`config.mk`:
```
export PLATFORM = sky130hd
export DESIGN_NAME = issue_queue_select
export DESIGN_NICKNAME = d
export VERILOG_FILES = /design/src/rtl/pipe_fields_pkg.sv /design/src/rtl/issq_pick.sv /design/src/rtl/issue_queue_select.sv
export SDC_FILE = /design/constraint.sdc
export NUM_CORES = 2
export LEC_CHECK = 0
export CELL_PAD_IN_SITES_DETAIL_PLACEMENT = 0
export CELL_PAD_IN_SITES_GLOBAL_PLACEMENT = 2
export CORE_MARGIN = 1.5
export CORE_UTILIZATION = 42
export CTS_BUF_LIST = sky130_fd_sc_hd__clkbuf_8
export DETAILED_ROUTE_END_ITERATION = 12
export PLACE_DENSITY_LB_ADDON = 0.1
export SYNTH_ARGS = -nofsm -noshare
export SYNTH_HDL_FRONTEND = slang
export SYNTH_SLANG_ARGS = --single-unit
```
`constraint.sdc`:
```
create_clock -name CLK -period 9.8 [get_ports CLK]
set_input_delay 1.96 -clock CLK [delete_from_list [all_inputs] [get_ports CLK]]
set_output_delay 1.96 -clock CLK [all_outputs]
set_load 0.02 [all_outputs]
```
`src/rtl/pipe_fields_pkg.sv`:
```
// rtl/pipe_fields_pkg.sv - payload field offsets shared by the issue queue and register-read stage
// Purpose: single definition of the op payload layout carried from dispatch through issue.
// Contents: PAYLOAD_W and the bit offsets of the source tags/ready bits, ROB id and PC.
package pipe_fields_pkg;

    localparam int PAYLOAD_W   = 137;

    localparam int PC_LO       = 0;
    localparam int PC_HI       = 63;
    localparam int ROB_LO      = 64;
    localparam int ROB_HI      = 71;

    localparam int SRC1_TAG_LO = 76;
    localparam int SRC1_TAG_HI = 81;
    localparam int SRC1_RDY    = 82;
    localparam int SRC2_TAG_LO = 83;
    localparam int SRC2_TAG_HI = 88;
    localparam int SRC2_RDY    = 89;

endpackage

```
`src/rtl/issq_pick.sv`:
```
// rtl/issq_pick.sv - find-first-set picker, lowest index wins
// Purpose: chooses the oldest requesting slot of a compacting queue.
// Ports: req (N request bits), grant (one-hot), idx (encoded grant), any (some request set).
module issq_pick #(
    parameter int  N     = 8,
    localparam int IDX_W = (N > 1) ? $clog2(N) : 1
) (
    input  logic [N-1:0]     req,
    output logic [N-1:0]     grant,
    output logic [IDX_W-1:0] idx,
    output logic             any
);

    // Scan from the top down so the last hit, the lowest index, wins.
    always_comb begin
        grant = '0;
        idx   = '0;
        any   = 1'b0;
        for (int i = N - 1; i >= 0; i--) begin
            if (req[i]) begin
                grant    = '0;
                grant[i] = 1'b1;
                idx      = IDX_W'(i);
                any      = 1'b1;
            end
        end
    end

endmodule

```
`src/rtl/issue_queue_select.sv`:
```
// rtl/issue_queue_select.sv - age-ordered issue queue with oldest-ready select
// Purpose: holds renamed ops, snoops writeback tags for source readiness and each
//  unfrozen cycle pops the oldest op with both sources ready onto the issue bus.
// Ports: CLK, RESET (async, active-low), FREEZE (hold issue, no select), FLUSH (squash),
//  enq_valid/enq_data/enq_ready (dispatch side), wb_valid/wb_tag (tag broadcast),
//  issue_valid/issue_data (registered issue bus), count (occupied entries).
// Option: ISSQ_WAKEUP_BYPASS_EN lets the current broadcast count toward readiness at select.
module issue_queue_select #(
    parameter int  DEPTH     = 8,
    parameter int  PAYLOAD_W = pipe_fields_pkg::PAYLOAD_W,
    parameter int  PREG_W    = 6,
    parameter bit  MEM_Q     = 1'b0,
    localparam int CNT_W     = $clog2(DEPTH) + 1,
    localparam int IDX_W     = $clog2(DEPTH)
) (
    input  logic                 CLK,
    input  logic                 RESET,
    input  logic                 FREEZE,
    input  logic                 FLUSH,
    input  logic                 enq_valid,
    input  logic [PAYLOAD_W-1:0] enq_data,
    output logic                 enq_ready,
    input  logic                 wb_valid,
    input  logic [PREG_W-1:0]    wb_tag,
    output logic                 issue_valid,
    output logic [PAYLOAD_W-1:0] issue_data,
    output logic [CNT_W-1:0]     count
);

    import pipe_fields_pkg::*;

    logic [PAYLOAD_W-1:0] slot_q  [DEPTH];
    logic [PAYLOAD_W-1:0] woken   [DEPTH];
    logic [PAYLOAD_W-1:0] shifted [DEPTH];
    logic [PAYLOAD_W-1:0] slot_d  [DEPTH];
    logic [PAYLOAD_W-1:0] enq_woken;
    logic [PAYLOAD_W-1:0] pick_data;
    logic [DEPTH-1:0]     req;
    logic [DEPTH-1:0]     grant;
    logic [IDX_W-1:0]     pick_idx;
    logic                 pick_any;
    logic                 do_issue;
    logic                 do_enq;
    logic [CNT_W-1:0]     enq_slot;

    function automatic logic [PAYLOAD_W-1:0] apply_wakeup(
        input logic [PAYLOAD_W-1:0] p,
        input logic                 v,
        input logic [PREG_W-1:0]    tag
    );
        logic [PAYLOAD_W-1:0] r;
        r = p;
        if (v && p[SRC1_TAG_LO +: PREG_W] == tag) r[SRC1_RDY] = 1'b1;
        if (v && p[SRC2_TAG_LO +: PREG_W] == tag) r[SRC2_RDY] = 1'b1;
        return r;
    endfunction

    assign enq_ready = (count < CNT_W'(DEPTH));
    assign do_enq    = enq_valid && enq_ready;
    assign enq_woken = apply_wakeup(enq_data, wb_valid, wb_tag);

    always_comb begin
        req = '0;
        for (int i = 0; i < DEPTH; i++) begin
            woken[i] = apply_wakeup(slot_q[i], wb_valid, wb_tag);
`ifdef ISSQ_WAKEUP_BYPASS_EN
            req[i] = (CNT_W'(i) < count) && woken[i][SRC1_RDY] && (woken[i][SRC2_RDY] || MEM_Q);
`else
            req[i] = (CNT_W'(i) < count) && slot_q[i][SRC1_RDY] && (slot_q[i][SRC2_RDY] || MEM_Q);
`endif
        end
    end

    issq_pick #(.N(DEPTH)) u_pick (
        .req   (req),
        .grant (grant),
        .idx   (pick_idx),
        .any   (pick_any)
    );

    assign do_issue = !FREEZE && !FLUSH && pick_any;

    // The issued payload always leaves with both ready bits set, whichever way it got ready.
    always_comb begin
        pick_data = '0;
        for (int i = 0; i < DEPTH; i++) begin
            if (grant[i]) pick_data = pick_data | woken[i];
        end
        pick_data[SRC1_RDY] = 1'b1;
        pick_data[SRC2_RDY] = 1'b1;
    end

    // Compaction source: each slot's upper neighbour (top slot just repeats itself).
    for (genvar g = 0; g < DEPTH; g++) begin : g_shift
        if (g < DEPTH - 1) begin : g_up
            assign shifted[g] = woken[g+1];
        end else begin : g_top
            assign shifted[g] = woken[g];
        end
    end

    // Slots at or above the issued one shift down; the new op lands after compaction.
    always_comb begin
        enq_slot = count - CNT_W'(do_issue);
        for (int i = 0; i < DEPTH; i++) begin
            slot_d[i] = (do_issue && i >= int'(pick_idx)) ? shifted[i] : woken[i];
            if (do_enq && CNT_W'(i) == enq_slot) slot_d[i] = enq_woken;
        end
    end

    // Slot contents are qualified by count, so the payload array needs no reset.
    always_ff @(posedge CLK) begin
        slot_q <= slot_d;
    end

    always_ff @(posedge CLK or negedge RESET) begin
        if (!RESET) begin
            count       <= '0;
            issue_valid <= 1'b0;
            issue_data  <= '0;
        end else if (FLUSH) begin
            count       <= '0;
            issue_valid <= 1'b0;
        end else begin
            count <= count + CNT_W'(do_enq) - CNT_W'(do_issue);
            if (!FREEZE) begin
                issue_valid <= pick_any;
                if (pick_any) issue_data <= pick_data;
            end
        end
    end

endmodule

```
==> results.cfg <==
[timing]
hold_viol = 0
fmax_mhz = 163
fin_skew_ns = 0.0355
finalSetupViolations = 0
tns_ns = 0
period_share_pct = 62.7
drv_slew = 0
worst_pin_slew_ns = 1.15
grt_setup_unrepaired = false
slew-limit-headroom_pct = 23.2
period_needed_ns = 6.15

[flow_run]
drv_cap = 0

[route]
drc = 0
num_vias = 45800
antenna_left = 0
dr.pass1.iters = 9
post_drt_wl_per_cell_um = 28.8
avgViaCountPerCell = 6.08
wl_um = 217000
drtIter0Drc = 6062

[logic_synthesis]
yosys_warnings = 0
syn_nets = 5563
synth_top_flop_cell = edfxtp_1
synth_area_um2 = 58300
synth-edff-count = 1080
async_reset_ff_share_pct = 11.4
netlist_instances = 5403
ys_ff_latch = 1237
yosysSeqAreaShare_pct = 62.2
synth_cell_types = 52
syn_avg_cell_area_um2 = 10.8

[die]
ios = 292
rows = 136
dieArea_um2 = 141000
initial_utilization_pct = 42.3
coreArea_um2 = 138000
dieWidth_um = 376
die_h_um = 376

[placed_design]
hpwl_um = 111000
place_area_um2 = 62800
portBuffers = 291
gp_congestion = 0.802

[grt]
grt_pass1_wl_um = 315000
grt_max_degree = 138
grt_pass1_vias = 45400
grt_antenna_before_repair = 17
track_usage_pct = 30.1
grt_remaining_overflow = 0

[critical_path]
cp_slowest_cell = buf_4
timing.critical_path.arrival_ns = 6.67
crit_required_ns = 10.33
path_class = flip-flop to flip-flop
path_cells = inv_1 -> ha_1 -> nor3b_2 -> o22ai_1 -> nor4_1 -> buf_4 -> nor2_4 -> ha_1 -> nand2b_1 -> a21oi_1 -> nor2b_1 -> nand3_4 -> nand2_4 -> buf_4
cpPeakStageDelay_ns = 0.94
cp-start-kind = flip-flop
crit_family = simple AND/OR/NAND/NOR gates
crit_buf_inv = 3
critPathMaxFanout = 57
critPathCaptureType = flip-flop

[power_and_ir_drop]
vdd_drop_max_mv = 0.237
power.leakage_nw = 23.8
cellPowerDensity_nw_per_um2 = 333

[clock_network]
htreeDepth = 4
clkLatencyLatePin_ns = 0.94
clk_pin_slew_ns = 0.06
cts_hold_buf = 0
cts_tree = done
cts_num_sinks = 1237
clockBufferDepth = 3
cts_resized = 0
clockRootBuffer = clkbuf_8
postCtsSetupRepairBufs = 0
cts_made_buffers = 216

[finish]
synthToLayoutAreaGrowth_pct = 15.1
final_design_area_no_fill_um2 = 67100
drive_gt1_share_pct = 7.55
final_nets = 5702
fin_util_pct = 48.7

[status]
run_status = finished clean

[min_path]
hold_path_class = flip-flop to flip-flop
cell type report:
| type | count | area [µm²] |
|---|---|---|
| Sequential cell | 1237 | 36300 |
| Clock inverter | 145 | 652 |
| Fill cell | 12600 | 70600 |
| Clock buffer | 266 | 3660 |
| Inverter | 7 | 31.3 |
| Antenna cell | 6 | 15.0 |
| Tap cell | 1794 | 2240 |
| Timing Repair Buffer | 382 | 3760 |
| Multi-Input combinational cell | 3698 | 20400 |
cells by family after synthesis:
group                    count (synthesis)  synth area share (%)
AND/OR/NAND/NOR                       2163                  14.6
buffers and inverters                  468                  3.14
adder cells (fa/ha/maj)                 11                 0.249
AO/OA/AOI/OAI                         1274                  15.8
multiplexers                           139                  2.39
XOR/XNOR                               111                  1.67
flip-flops                            1237                  62.2
synth_stat cells, drive strengths merged, types with 8 or more instances:
| library cell | n | area, µm² |
|---|---|---|
| xor2 | 76 | 666 |
| o2111a | 135 | 1520 |
| a31oi | 135 | 845 |
| clkbuf | 392 | 1470 |
| dfxtp | 16 | 320 |
| a22o | 272 | 2380 |
| edfxtp | 1080 | 32400 |
| nor2 | 169 | 634 |
| buf | 69 | 333 |
| mux2i | 137 | 1370 |
| a222oi | 135 | 1350 |
| ha | 10 | 125 |
| xnor2 | 35 | 307 |
| or2 | 8 | 50.1 |
| nor3 | 13 | 75.1 |
| a21oi | 14 | 70.1 |
| o21ai | 559 | 2800 |
| nand4 | 8 | 50.1 |
| nand3 | 139 | 696 |
| nand2 | 1786 | 6700 |
| nor4 | 9 | 56.3 |
| dfrtp | 141 | 3530 |
power breakdown:
group / total [mW] / internal [mW] / switching [mW]
logic: 8.09 / 2.53 / 5.55
registers: 9.51 / 8.39 / 1.11
clock network: 4.76 / 2.49 / 2.27
per-stage QoR:
stage	cells	worst slack [ns]	hold WS (ns)	power (mW)
after floorplan	5403	1.39	0.501	14.0
after global placement	7118	2.95	0.476	17.5
after detailed placement	7118	2.91	0.484	17.5
after CTS	7529	3.68	0.500	22.3
after global routing	7534	3.31	0.523	23.3
final	7535	3.65	0.497	22.3
final timing paths:
kind	start	endpoint	slack, ns	cells past startpoint
min in group asynchronous	RESET	issue_data[11]$_DFFE_PN0P_	1.09	1
max in group asynchronous	RESET	issue_data[100]$_DFFE_PN0P_	6.78	3
setup / recovery	count[2]$_DFF_PN0_	shifted[518]$_DFFE_PP_	3.65	14
hold reg to reg	issue_data[89]$_DFFE_PN0P_	issue_data[89]$_DFFE_PN0P_	0.50	1
hold / removal	issue_data[89]$_DFFE_PN0P_	issue_data[89]$_DFFE_PN0P_	0.50	1
setup reg to reg	count[2]$_DFF_PN0_	shifted[518]$_DFFE_PP_	3.65	14
per-layer routing:
layer	up-vias	GRT usage, %	part of all wire (%)
met5	-	0	0.045
met3	323	6.18	8.8
met2	2333	48.1	46
met4	16	7.80	2.0
met1	23000	41.8	43
li1	20100	-	-
placed cells by master (no fill, tap or decap), types with 7 or more instances in the layout:
cell / instances
or2_2: 7
dfrtp_1: 141
nand2_1: 1779
o2111a_1: 135
ha_1: 10
dfxtp_1: 16
clkdlybuf4s50_1: 290
buf_12: 13
buf_4: 78
xnor2_1: 35
nand4_1: 8
o21ai_0: 506
a31oi_1: 135
edfxtp_1: 1080
o21ai_1: 51
nor4_1: 9
clkinv_1: 20
nor3_1: 10
xor2_1: 76
clkbuf_8: 267
nand3_1: 136
a22o_1: 272
inv_1: 104
nand2_4: 7
mux2i_1: 137
a222oi_1: 135
clkinv_2: 18
a21oi_1: 13
nor2_1: 165
registers in the layout, indices dropped and copies added (netlist names):
signal / flops
slot_q: 151
issue_data: 136
issue_valid: 1
count: 4
shifted: 945
Power figures use the tool's default switching activity.
